--- src/rtl/mmio_uart_tx.sv ---
// Memory-mapped UART transmitter: stores to TX_ADDR queue bytes that go out LSB-first as 8N1 frames on tx.
// Optional build macro PARITY_EN adds an even-parity bit between the data bits and the stop bit.
module mmio_uart_tx #(
  parameter logic [31:0] TX_ADDR      = 32'h0000_0100,
  parameter logic [31:0] STATUS_ADDR  = 32'h0000_0104,
  parameter int          CLKS_PER_BIT = 4,
  parameter int          FIFO_DEPTH   = 4
) (
  input  logic        clk,
  input  logic        reset,
  input  logic        MemWrite,
  input  logic [31:0] DataAdr,
  input  logic [31:0] WriteData,
  output logic [31:0] ReadData,
  output logic        Sel,
  output logic        tx,
  output logic        busy,
  output logic [2:0]  dbgState
);

  localparam int PTR_W  = $clog2(FIFO_DEPTH);
  localparam int CNT_W  = PTR_W + 1;
  localparam int BAUD_W = (CLKS_PER_BIT > 1) ? $clog2(CLKS_PER_BIT) : 1;

  localparam logic [BAUD_W-1:0] BAUD_LAST  = BAUD_W'(CLKS_PER_BIT - 1);
  localparam logic [BAUD_W-1:0] BAUD_ONE   = BAUD_W'(1);
  localparam logic [PTR_W-1:0]  PTR_ONE    = PTR_W'(1);
  localparam logic [CNT_W-1:0]  CNT_ONE    = CNT_W'(1);
  localparam logic [CNT_W-1:0]  FULL_COUNT = CNT_W'(FIFO_DEPTH);

  localparam logic [2:0] IDLE   = 3'd0;
  localparam logic [2:0] START  = 3'd1;
  localparam logic [2:0] DATA   = 3'd2;
  localparam logic [2:0] STOP   = 3'd3;
`ifdef PARITY_EN
  localparam logic [2:0] PARITY = 3'd4;
`endif

  logic [7:0]        fifoMem [FIFO_DEPTH];
  logic [PTR_W-1:0]  wrPtr;
  logic [PTR_W-1:0]  rdPtr;
  logic [CNT_W-1:0]  count;
  logic              overflow;
  logic [2:0]        state;
  logic [BAUD_W-1:0] baudCnt;
  logic [2:0]        bitCnt;
  logic [7:0]        shiftReg;
`ifdef PARITY_EN
  logic              parityBit;
`endif

  logic txHit, statusHit, fifoEmpty, fifoFull;
  logic pushReq, pushOk, pop, ovfSet, ovfClr, baudDone;
  logic unusedBits;

  assign txHit     = (DataAdr == TX_ADDR);
  assign statusHit = (DataAdr == STATUS_ADDR);
  assign fifoEmpty = (count == '0);
  assign fifoFull  = (count == FULL_COUNT);

  // Push handshake: MemWrite at TX_ADDR is the valid; the FIFO is always ready and
  // accepts unless full, except that a full FIFO popping on the same edge still accepts.
  // A refused byte is dropped and recorded in the sticky overflow bit.
  assign pushReq  = MemWrite && txHit;
  assign pop      = (state == IDLE) && !fifoEmpty;
  assign pushOk   = pushReq && (!fifoFull || pop);
  assign ovfSet   = pushReq && fifoFull && !pop;
  assign ovfClr   = MemWrite && statusHit && WriteData[3];
  assign baudDone = (baudCnt == BAUD_LAST);

  assign busy       = (state != IDLE);
  assign dbgState   = state;
  assign Sel        = txHit || statusHit;
  assign ReadData   = statusHit ? {28'b0, overflow, fifoFull, fifoEmpty, busy} : 32'b0;
  assign unusedBits = ^WriteData[31:8];

  // Storage needs no reset: the pointers and count define which entries are valid.
  always_ff @(posedge clk) begin
    if (pushOk) fifoMem[wrPtr] <= WriteData[7:0];
  end

  always_ff @(posedge clk or posedge reset) begin
    if (reset) begin
      wrPtr    <= '0;
      rdPtr    <= '0;
      count    <= '0;
      overflow <= 1'b0;
    end else begin
      if (pushOk) wrPtr <= wrPtr + PTR_ONE;
      if (pop)    rdPtr <= rdPtr + PTR_ONE;
      case ({pushOk, pop})
        2'b10:   count <= count + CNT_ONE;
        2'b01:   count <= count - CNT_ONE;
        default: count <= count;
      endcase
      if (ovfSet)      overflow <= 1'b1;
      else if (ovfClr) overflow <= 1'b0;
    end
  end

  // tx is loaded on the same edge that changes state, so the line level always matches the state.
  always_ff @(posedge clk or posedge reset) begin
    if (reset) begin
      state    <= IDLE;
      tx       <= 1'b1;
      baudCnt  <= '0;
      bitCnt   <= '0;
      shiftReg <= '0;
`ifdef PARITY_EN
      parityBit <= 1'b0;
`endif
    end else begin
      case (state)
        IDLE: begin
          baudCnt <= '0;
          bitCnt  <= '0;
          if (pop) begin
            shiftReg <= fifoMem[rdPtr];
`ifdef PARITY_EN
            parityBit <= ^fifoMem[rdPtr];
`endif
            state    <= START;
            tx       <= 1'b0;
          end else begin
            tx <= 1'b1;
          end
        end
        START: begin
          if (baudDone) begin
            baudCnt <= '0;
            state   <= DATA;
            tx      <= shiftReg[0];
          end else begin
            baudCnt <= baudCnt + BAUD_ONE;
          end
        end
        DATA: begin
          if (baudDone) begin
            baudCnt <= '0;
            if (bitCnt == 3'd7) begin
              bitCnt <= '0;
`ifdef PARITY_EN
              state  <= PARITY;
              tx     <= parityBit;
`else
              state  <= STOP;
              tx     <= 1'b1;
`endif
            end else begin
              bitCnt   <= bitCnt + 3'd1;
              shiftReg <= shiftReg >> 1;
              tx       <= shiftReg[1];
            end
          end else begin
            baudCnt <= baudCnt + BAUD_ONE;
          end
        end
`ifdef PARITY_EN
        PARITY: begin
          if (baudDone) begin
            baudCnt <= '0;
            state   <= STOP;
            tx      <= 1'b1;
          end else begin
            baudCnt <= baudCnt + BAUD_ONE;
          end
        end
`endif
        STOP: begin
          if (baudDone) begin
            baudCnt <= '0;
            state   <= IDLE;
            tx      <= 1'b1;
          end else begin
            baudCnt <= baudCnt + BAUD_ONE;
          end
        end
        default: begin
          baudCnt <= '0;
          state   <= IDLE;
          tx      <= 1'b1;
        end
      endcase
    end
  end

endmodule
--- config.mk ---
export PLATFORM = sky130hd
export DESIGN_NAME = mmio_uart_tx
export DESIGN_NICKNAME = d
export VERILOG_FILES = /design/src/rtl/mmio_uart_tx.sv
export SDC_FILE = /design/constraint.sdc
export NUM_CORES = 1
export LEC_CHECK = 0
export ABC_CLOCK_PERIOD_IN_PS = 2900
export BUFFER_PORTS_ARGS = -buffer_cell sky130_fd_sc_hd__buf_2
export CORE_AREA = 3 3 86 149
export DETAILED_ROUTE_END_ITERATION = 16
export DIE_AREA = 0 0 89 152
export PLACE_DENSITY = 0.57
export REMOVE_ABC_BUFFERS = 1
export SYNTH_ARGS = -nofsm -noshare
export SYNTH_HDL_FRONTEND = slang
export SYNTH_SLANG_ARGS = --single-unit
--- constraint.sdc ---
create_clock -name clk -period 2.9 [get_ports clk]
set_input_delay 0.435 -clock clk [delete_from_list [all_inputs] [get_ports clk]]
set_output_delay 0.435 -clock clk [all_outputs]
set_load 0.02 [all_outputs]
# Yosys cells after proc, flatten, opt, wreduce, memory -nomap -nowiden
# Memory sizes are Yosys's and may differ from the RTL's.
# Cells that the tools add are included.
op_classes:
  addsub: 6
  n_eq_ne: 16
  muxes: 27
  reduce_logical: 23
op_table:
  columns: ["operator", "n"]
  rows:
  - ["equality test 32 x 9 -> 1 bit (second input constant)", 2]
  - ["2-to-1 mux 8 bit", 3]
  - ["2-to-1 mux 3 bit", 7]
  - ["case mux 8 bit (2 select lines)", 1]
  - ["inequality test 2 bit (second input constant)", 6]
  - ["case mux 3 bit (2 select lines)", 2]
  - ["case mux 3 bit (4 select lines)", 1]
  - ["2-to-1 mux 1 bit", 9]
  - ["logical AND 1 bit", 7]
  - ["adder 2 x 1 -> 2 bit (second input constant)", 3]
  - ["adder 3 x 1 -> 3 bit (second input constant)", 2]
  - ["equality test 3 x 2 -> 1 bit (second input constant)", 2]
  - ["equality test 3 bit (second input constant)", 2]
  - ["zero test 3 bit", 2]
  - ["nonzero test 2 bit", 3]
  - ["AND reduction 5 bit", 1]
  - ["equality test 2 bit (second input constant)", 2]
  - ["2-to-1 mux 2 bit", 2]
  - ["2-to-1 mux 4 bit", 1]
  - ["case mux 1 bit (4 select lines)", 1]
  - ["AND reduction 4 bit", 1]
  - ["equality test 3 x 1 -> 1 bit (second input constant)", 1]
  - ["zero test 1 bit", 3]
  - ["AND reduction 3 bit", 1]
  - ["other kinds (6)", 7]
totals:
  reg_bits: 25
  mem_bits_rw: 32
  input_bits: 67
  output_inout_bits: 38
  mem_count: 1
mem_list:
  columns: ["memory", "words", "width", "rd", "rd_ports_with_merged_regs", "wr", "line_no", "rtl"]
  rows:
  - ["fifoMem", 4, 8, 1, 0, 1, "39", "logic [7:0] fifoMem [FIFO_DEPTH];"]

# Logic depth before layout (Yosys ltp)
# Gate-level depths: netlist of run 1.
logic_depth:
  word_depth: 7
  depth_mapped: 12

# Worst setup path after synthesis of run 1
# No wires, ideal clock.
synth_path:
  path_type: "register to register"
  startpoint: "register state[0] (netlist: dbgState[0])"
  endpoint: "register count[2]"
  setup_ns: 0.079
  arrival_ns: 2.391
  required_ns: 2.821
  slack_ns: 0.429
  path_stages_with_launch: 13
  n_path_buf: 0
  path_cell_list: "dfrtp_1 > inv_1 > ha_1 > nor4b_1 > nor2_1 > nor4b_4 > inv_1 > ha_1 > inv_1 > fa_1 > xor2_1 > nor2_1 > xor2_1"
synth_via:
  elab_chain_len: 6
  word_cells_on_any_way: 8
  cone_classes: "eq/ne: 2; mux: 1; reduce/logical: 5"
synth_lines:
  columns: ["item", "line_no", "rtl"]
  rows:
  - ["start, declared", "44", "logic [2:0] state;"]
  - ["start signal, assigned", "104", "state <= IDLE;"]
  - ["start signal, assigned", "122", "state <= START;"]
  - ["start signal, assigned", "131", "state <= DATA;"]
  - ["zero test 3 bit *", "65", "assign pop = (state == IDLE) && !fifoEmpty;"]
  - ["logical AND 1 bit *", "65", null]
  - ["logical OR 1 bit", "66", "assign pushOk = pushReq && (!fifoFull || pop);"]
  - ["logical AND 1 bit", "66", null]
  - ["equality test 2 x 1 -> 1 bit / equality test 2 bit (equally long branches)", "91", "case ({pushOk, pop})"]
  - ["case mux 3 bit (2 select lines) / nonzero test 2 bit (equally long branches)", null, null]
  - ["end signal, assigned", "92", "2'b10: count <= count + CNT_ONE;"]
  - ["end signal, assigned", "93", "2'b01: count <= count - CNT_ONE;"]
  - ["end signal, assigned", "94", "default: count <= count;"]
  - ["end, declared", "42", "logic [CNT_W-1:0] count;"]
# Mark *: on every way between the ends. The rest lies on a longest branch, timed or not.
# A chain may end at the register's enable or synchronous reset.

# Final worst setup path of run 1
# Same ends and word-level chain as after synthesis.

==> summary.md, run 1 <==
| Metric | Value |
|---|---|
| Final Hold Violating Endpoints | `0` |
| Routed WL | `5300 microns` |
| Worst setup SP type | `flip-flop` |
| Synth area leader | `edfxtp_1` |
| Row cnt | `52` |
| Simple-Gate Fraction of Synth Area | `0.138` |
| Mux cell area share after synthesis | `0.0815` |
| Core area | `0.0116 sq mm` |
| Distinct cells, synth | `42` |
| Setup ws final | `0.366 ns` |
| Iter 0 DRT Violations | `69` |
| Routability cong. | `0.705` |
| Crit path top cell by count | `inv_1` |
| Hold_ws | `0.354 ns` |
| Largest family of logic cells by synthesized area | `simple AND/OR/NAND/NOR gates` |
| Minimum clock period after layout | `2.53 ns` |
| Post-route ant nets | `0` |
| Max-cap violations | `0` |
| Largest cells by area after synthesis | `edfxtp_1 33%, dfrtp_1 20%, buf_4 7.5%` |
| Sequential-to-total area share from yosys stat | `0.539` |
| Post-synth top area share | `0.331` |
| Post-DP HPWL | `4240 microns` |
| Cts hold-fix bufs | `0` |
| Mapped cell area | `0.00290 sq mm` |
| CP endpoint kind | `flip-flop` |
| Via/cell ratio | `4.26` |
| Initial antenna violation count | `0` |
| Htree depth | `2` |
| Yosys warns | `0` |
| Post-CTS Setup Inserts | `0` |
| Compound-Gate Fraction of Synth Area | `0.0539` |
| Clk slew on worst S/H paths | `0.07 ns` |
| CTS tree | `done` |
| Total CTS buffers | `5` |
| Mean Syn Cell Area | `12.8 sq um` |
| Max Fclk | `395 MHz` |
| Latest clock arrival within the worst-skew pair | `0.29 ns` |
| Adder-Cell Fraction of Synth Area | `0.0630` |
| Vias | `1766` |
| Max VDD drop | `0.353 mV` |
| Crit path cell chain | `inv_1, ha_1, nor4b_1, nor2_1, nor4b_4, inv_1, ha_1, inv_1, fa_1, xor2_1, nor2_1, xor2_1` |
| Antenna cells | `0` |
| Reg-to-reg slack, setup | `0.37 ns` |
| Initial Utilization | `0.249` |
| WP data required | `3.12 ns` |
| Worst Path Max Fanout | `5` |
| DR pass1 iterations | `3` |
| Post-synth EDFFs | `32` |
| Setup Skew | `0.00545 ns` |
| Cells after Synth | `226` |
| First-pass GRT wire length | `8670 microns` |
| Vias in the first global route | `1817` |
| Post_cts resized | `0` |
| Synth Register Bits | `56` |
| Boundary pin count | `105` |
| Max stage delay on crit path | `0.42 ns` |
| Area Growth Syn to Fin | `15.3%` |
| Power Dens Cells | `520 mW/mm^2` |
| Longest Clk Path Bufs | `2` |
| Count of buffers from port buffering | `51` |
| GRT overflow | `0` |
| Final Max Tran Viols | `0` |
| Top_reg_cell synth | `edfxtp_1` |
| Root Driver | `clkbuf_16` |
| Routed WL per cell | `12.8 microns` |
| All-layer global routing usage | `0.0831` |
| Die H | `152 microns` |
| Share of layout cells above drive strength 1 | `0.307` |
| Status | `complete, no violations` |
| Headroom to the max-slew limit | `0.360` |
| Dpl ws | `0.340 ns` |
| Residual DRC | `0` |
| Die X | `89 microns` |
| Area of the die | `0.0135 sq mm` |
| Asr flop ratio synth | `0.429` |
| RR Startpoint | `dbgState[0]$_DFFE_PP0P_` |
| TritonCTS sink count | `56` |
| Setup TNS Final | `0 ns` |
| Worst setup path startpoint | `dbgState[0]$_DFFE_PP0P_` |
| Nets | `360` |
| # setup viols final | `0` |
| Post-synthesis xor/xnor area fraction | `0.0181` |
| Slowest-stage cell, CP | `dfrtp_1` |
| Pin count of the biggest net entering global routing | `25` |
| Hold Path Class | `primary input to asynchronous set/reset pin` |
| Slew @ Worst Pin | `0.959 ns` |
| Critical setup path kind | `flip-flop to flip-flop` |
| Crit path DAT | `2.76 ns` |
| Tcrit/Tclk final | `0.874` |
| RSZ-0062 raised after global routing | `false` |
| Leakage | `1.44 nW` |
## routing by layer
| metal | wire (microns) | part of all wire | global-route usage |
|---|---|---|---|
| met3 | 246 | 0.046 | 0.0195 |
| met4 | 110 | 0.021 | 0.0376 |
| met1 | 1800 | 0.34 | 0.0775 |
| met5 | 0 | 0 | 0 |
| met2 | 3140 | 0.59 | 0.161 |
## cells by family (layout without fill, tap and decap cells)
kind of cell               count (synthesis)  in the layout
and+or+nand+nor                           63             63
muxes                                     13             13
xor gates and xnor gates                   6              6
adders and majority gates                 14             14
buffers and inverters                     51             77
other                                      1             29
AOI/OAI and AO/OA                         22             22
DFF                                       56             56
## power breakdown
part	total [mW]	internal [mW]	switching, mW
registers	0.966	0.916	0.0504
clock network	0.583	0.319	0.264
logic	0.191	0.0815	0.110
total	1.74	1.32	0.424
## worst max-delay path: cells and delay by family, from the launching register on
kind | cells | cell delay, ns
buf+inv | 3 | 0.22
xor+xnor | 2 | 0.30
fa+ha+maj | 3 | 0.81
simple gates | 4 | 0.72
flops | 1 | 0.42
## layout make-up
cell class	count	area, sq um
inverters	15	56.3
clock inverters	2	12.5
multi-input cells	147	1140
repair buffers	54	278
fillers	1188	8300
well taps	135	169
flip-flops and latches	56	1560
clock buffers	6	129
## cells in the final DEF, fill, tap and decap left out, types with 3 or more instances in the layout
master,instances
mux2i_1,3
dfrtp_1,23
nand2_1,20
a31oi_1,7
mux4_2,8
ha_1,13
o21ai_0,5
and2_2,4
buf_4,3
buf_2,51
clkbuf_16,5
nor4_2,3
inv_1,15
nor2_1,14
nor3_1,7
edfxtp_1,32
conb_1,29
xnor2_1,4
and3_1,3
## stage by stage
step / instance area [sq um] / power [mW] / utilization / std cells
after global routing: 3340 / 1.83 / 0.287 / 415
after global placement: 3200 / 1.17 / 0.275 / 407
after CTS: 3340 / 1.77 / 0.287 / 415
after floorplan: 2760 / 1.10 / - / 218
final: 3340 / 1.74 / 0.287 / 415
after detailed placement: 3200 / 1.18 / 0.275 / 407
## final timing paths
check / cells after the start / end
worst max-delay path: 12 / count[2]$_DFFE_PP0P_
worst min-delay path: 2 / shiftReg[7]$_DFFE_PP0P_
worst max register to register: 12 / count[2]$_DFFE_PP0P_
worst min register to register: 1 / baudCnt[0]$_DFF_PP0_
max in group asynchronous: 2 / overflow$_DFFE_PP0P_
min in group clk: 1 / fifoMem[0][7]$_DFFE_PP_
## sequential cells by signal, indices dropped and copies added, names as in the netlist
| name | cells |
|---|---|
| tx | 1 |
| count | 3 |
| wrPtr | 2 |
| dbgState | 2 |
| fifoMem | 32 |
| overflow | 1 |
| shiftReg | 8 |
| baudCnt | 2 |
| rdPtr | 2 |
| bitCnt | 3 |
## cell usage after synthesis (2+ instances only)
library cell	instances
edfxtp_1	32
a22o_1	2
xor2_1	2
a31oi_1	7
ha_1	13
inv_1	15
nor4b_4	2
mux4_2	8
nor4_2	3
o21ai_0	5
and3_1	3
o31ai_1	2
mux2i_1	3
nor4_1	2
xnor2_1	4
dfrtp_1	23
nor3_1	7
nor2_1	14
nand4_2	2
buf_4	29
and2_2	4
buf_2	5
nand2_1	20
Note: power is estimated with default switching activity, not from simulation.
==> run 2, diff against run 1 <==
- CTS_CLUSTER_DIAMETER: not set -> 200
- RECOVER_POWER: not set -> 25
==> run 2 against run 1 <==
Critical path depth unchanged. Critical path type unchanged. Largest power group unchanged. Wire length about the same. Sequential cell count unchanged. Combinational power about the same. Core utilization decreased by 0.086 points. Die area unchanged. First-iteration DRC count increased by 5.8%. Hold slack about the same. Sequential power about the same. Worst setup slack about the same. Power about the same.
==> summary.md, run 2 (synthesis gave the netlist of run 1 again) <==
| Metric | Value |
|---|---|
| Max VDD drop | `0.354 mV (about the same)` |
| Status | `complete, no violations` |
| Minimum clock period after layout | `2.53 ns (-0.00000300 ns)` |
| Pin count of the biggest net entering global routing | `25 (unchanged)` |
| Fillers | `1188 (unchanged)` |
| Initial Utilization | `0.249 (unchanged)` |
| GRT overflow | `0 (unchanged)` |
| Root Driver | `clkbuf_16` |
| WP data required | `3.12 ns (about the same)` |
| Area Growth Syn to Fin | `14.9%` |
| Max-cap violations | `0 (unchanged)` |
| Vias | `1764 (-0.11%)` |
| Share of layout cells above drive strength 1 | `0.279 (-0.0286)` |
| Most frequent cells in the layout | `43 x buf_2, 32 x edfxtp_1, 29 x conb_1` |
| Placed Area | `0.00320 sq mm (unchanged)` |
| Residual DRC | `0 (unchanged)` |
| Post-DP HPWL | `4240 microns (unchanged)` |
| Slew @ Worst Pin | `0.959 ns (-0.000315 ns)` |
| Design area | `0.00333 sq mm (-0.30%)` |
| Worst Path Max Fanout | `5 (unchanged)` |
| # setup viols final | `0 (unchanged)` |
| Leakage | `1.41 nW (-1.5%)` |
| Htree depth | `2 (unchanged)` |
| Power Dens Cells | `522 mW/mm^2 (+0.21%)` |
| Clk slew on worst S/H paths | `0.07 ns (about the same)` |
| Tcrit/Tclk final | `0.874 (about the same)` |
| Iter 0 DRT Violations | `73 (+5.8%)` |
| Post-route ant nets | `0 (unchanged)` |
| Final Hold Violating Endpoints | `0 (unchanged)` |
| Biggest register | `fifoMem` |
| CP endpoint kind | `flip-flop` |
| RR Startpoint | `dbgState[0]$_DFFE_PP0P_` |
| Die H | `152 microns (unchanged)` |
| R2R depth | `12 (unchanged)` |
| Top flop regs | `fifoMem (32), shiftReg (8)` |
| Area of the die | `0.0135 sq mm (unchanged)` |
| Via/cell ratio | `4.25 (-0.11%)` |
| Count of buffers from port buffering | `51 (unchanged)` |
| Largest register FFs | `32 (unchanged)` |
| Commonest non-fill, non-tap cell in the layout | `buf_2` |
| Crit path DAT | `2.76 ns (about the same)` |
| Row cnt | `52 (unchanged)` |
| Post_cts resized | `0 (unchanged)` |
| Vias in the first global route | `1817 (unchanged)` |
| Setup TNS Final | `0 ns (unchanged)` |
| Antenna cells | `0 (unchanged)` |
| Die X | `89 microns (unchanged)` |
| Nets | `360 (unchanged)` |
| Reg-to-reg slack, setup | `0.37 ns (about the same)` |
| Routed WL per cell | `12.8 microns (about the same)` |
| CTS tree | `done` |
| Cts hold-fix bufs | `0 (unchanged)` |
| Latest clock arrival within the worst-skew pair | `0.29 ns (about the same)` |
| Post-CTS Setup Inserts | `0 (unchanged)` |
| Total CTS buffers | `5 (unchanged)` |
| Setup Skew | `0.00539 ns (-0.0000595 ns)` |
| TritonCTS sink count | `56 (unchanged)` |
| Crit Reg-Reg Endpoint | `count[2]$_DFFE_PP0P_` |
| Max Fclk | `395 MHz (unchanged)` |
| Routability cong. | `0.705 (unchanged)` |
| Hold Path Class | `primary input to asynchronous set/reset pin` |
| Initial antenna violation count | `0 (unchanged)` |
| Boundary pin count | `105 (unchanged)` |
| Final Max Tran Viols | `0 (unchanged)` |
| Headroom to the max-slew limit | `0.360 (about the same)` |
| Multi-input logic area | `0.00114 sq mm (unchanged)` |
| Core area | `0.0116 sq mm (unchanged)` |
| Longest Clk Path Bufs | `2 (unchanged)` |
| DR pass1 iterations | `4 (+1)` |
| Routed WL | `5300 microns (about the same)` |
| All-layer global routing usage | `0.0831 (unchanged)` |
| First-pass GRT wire length | `8670 microns (unchanged)` |
| Critical setup path kind | `flip-flop to flip-flop` |
| RSZ-0062 raised after global routing | `false` |
| Register area | `0.00156 sq mm (unchanged)` |
| Worst setup SP type | `flip-flop` |
[run 2: through the flow]
step	utilization	setup slack (ns)	hold slack, ns	power [mW]	std cells
after global placement	0.275	0.387	0.425	1.17	407
after detailed placement	0.275	0.340	0.436	1.18	407
after CTS	0.287	0.326	0.353	1.77	415
final	0.286	0.366	0.354	1.74	415
after floorplan	-	0.429	0.414	1.10	218
after global routing	0.286	0.102	0.396	1.82	415
[run 2: cell type report]
cell class,count,share of cell area
Clock buffer,6,0.0386
Clock inverter,2,0.00375
Inverter,15,0.0169
Multi-Input combinational cell,147,0.341
Sequential cell,56,0.469
Tap cell,135,0.0507
Timing Repair Buffer,54,0.0803
[run 2: per-layer routing]
| metal | routed length (microns) | GRT usage |
|---|---|---|
| met1 | 1790 | 0.0775 |
| met5 | 0 | 0 |
| met4 | 110 | 0.0376 |
| met2 | 3140 | 0.161 |
| met3 | 262 | 0.0195 |
[run 2: how the worst max path moves through the flow]
| stage | from | endpoint | slack [ns] | depth (start not counted) |
|---|---|---|---|---|
| after global routing | dbgState[0]$_DFFE_PP0P_ | count[2]$_DFFE_PP0P_ | 0.10 | 12 |
| final | dbgState[0]$_DFFE_PP0P_ | count[2]$_DFFE_PP0P_ | 0.37 | 12 |
| after global placement | dbgState[0]$_DFFE_PP0P_ | count[2]$_DFFE_PP0P_ | 0.39 | 12 |
| after CTS | dbgState[0]$_DFFE_PP0P_ | count[2]$_DFFE_PP0P_ | 0.33 | 12 |
| after detailed placement | dbgState[0]$_DFFE_PP0P_ | count[2]$_DFFE_PP0P_ | 0.34 | 12 |
| after floorplan | dbgState[0]$_DFFE_PP0P_ | count[2]$_DFFE_PP0P_ | 0.43 | 12 |
[run 2: power breakdown]
| part | internal (mW) | switching (mW) |
|---|---|---|
| Clock | 0.319 | 0.264 |
| Combinational | 0.0800 | 0.110 |
| Sequential | 0.916 | 0.0504 |
[run 2: critical path, cell delays in order, from the launching register on]
cell and delay [ns]:
dfrtp_1 0.42, inv_1 0.10, ha_1 0.27, nor4b_1 0.37, nor2_1 0.08, nor4b_4 0.14
inv_1 0.06, ha_1 0.17, inv_1 0.06, fa_1 0.37, xor2_1 0.15, nor2_1 0.13
xor2_1 0.15
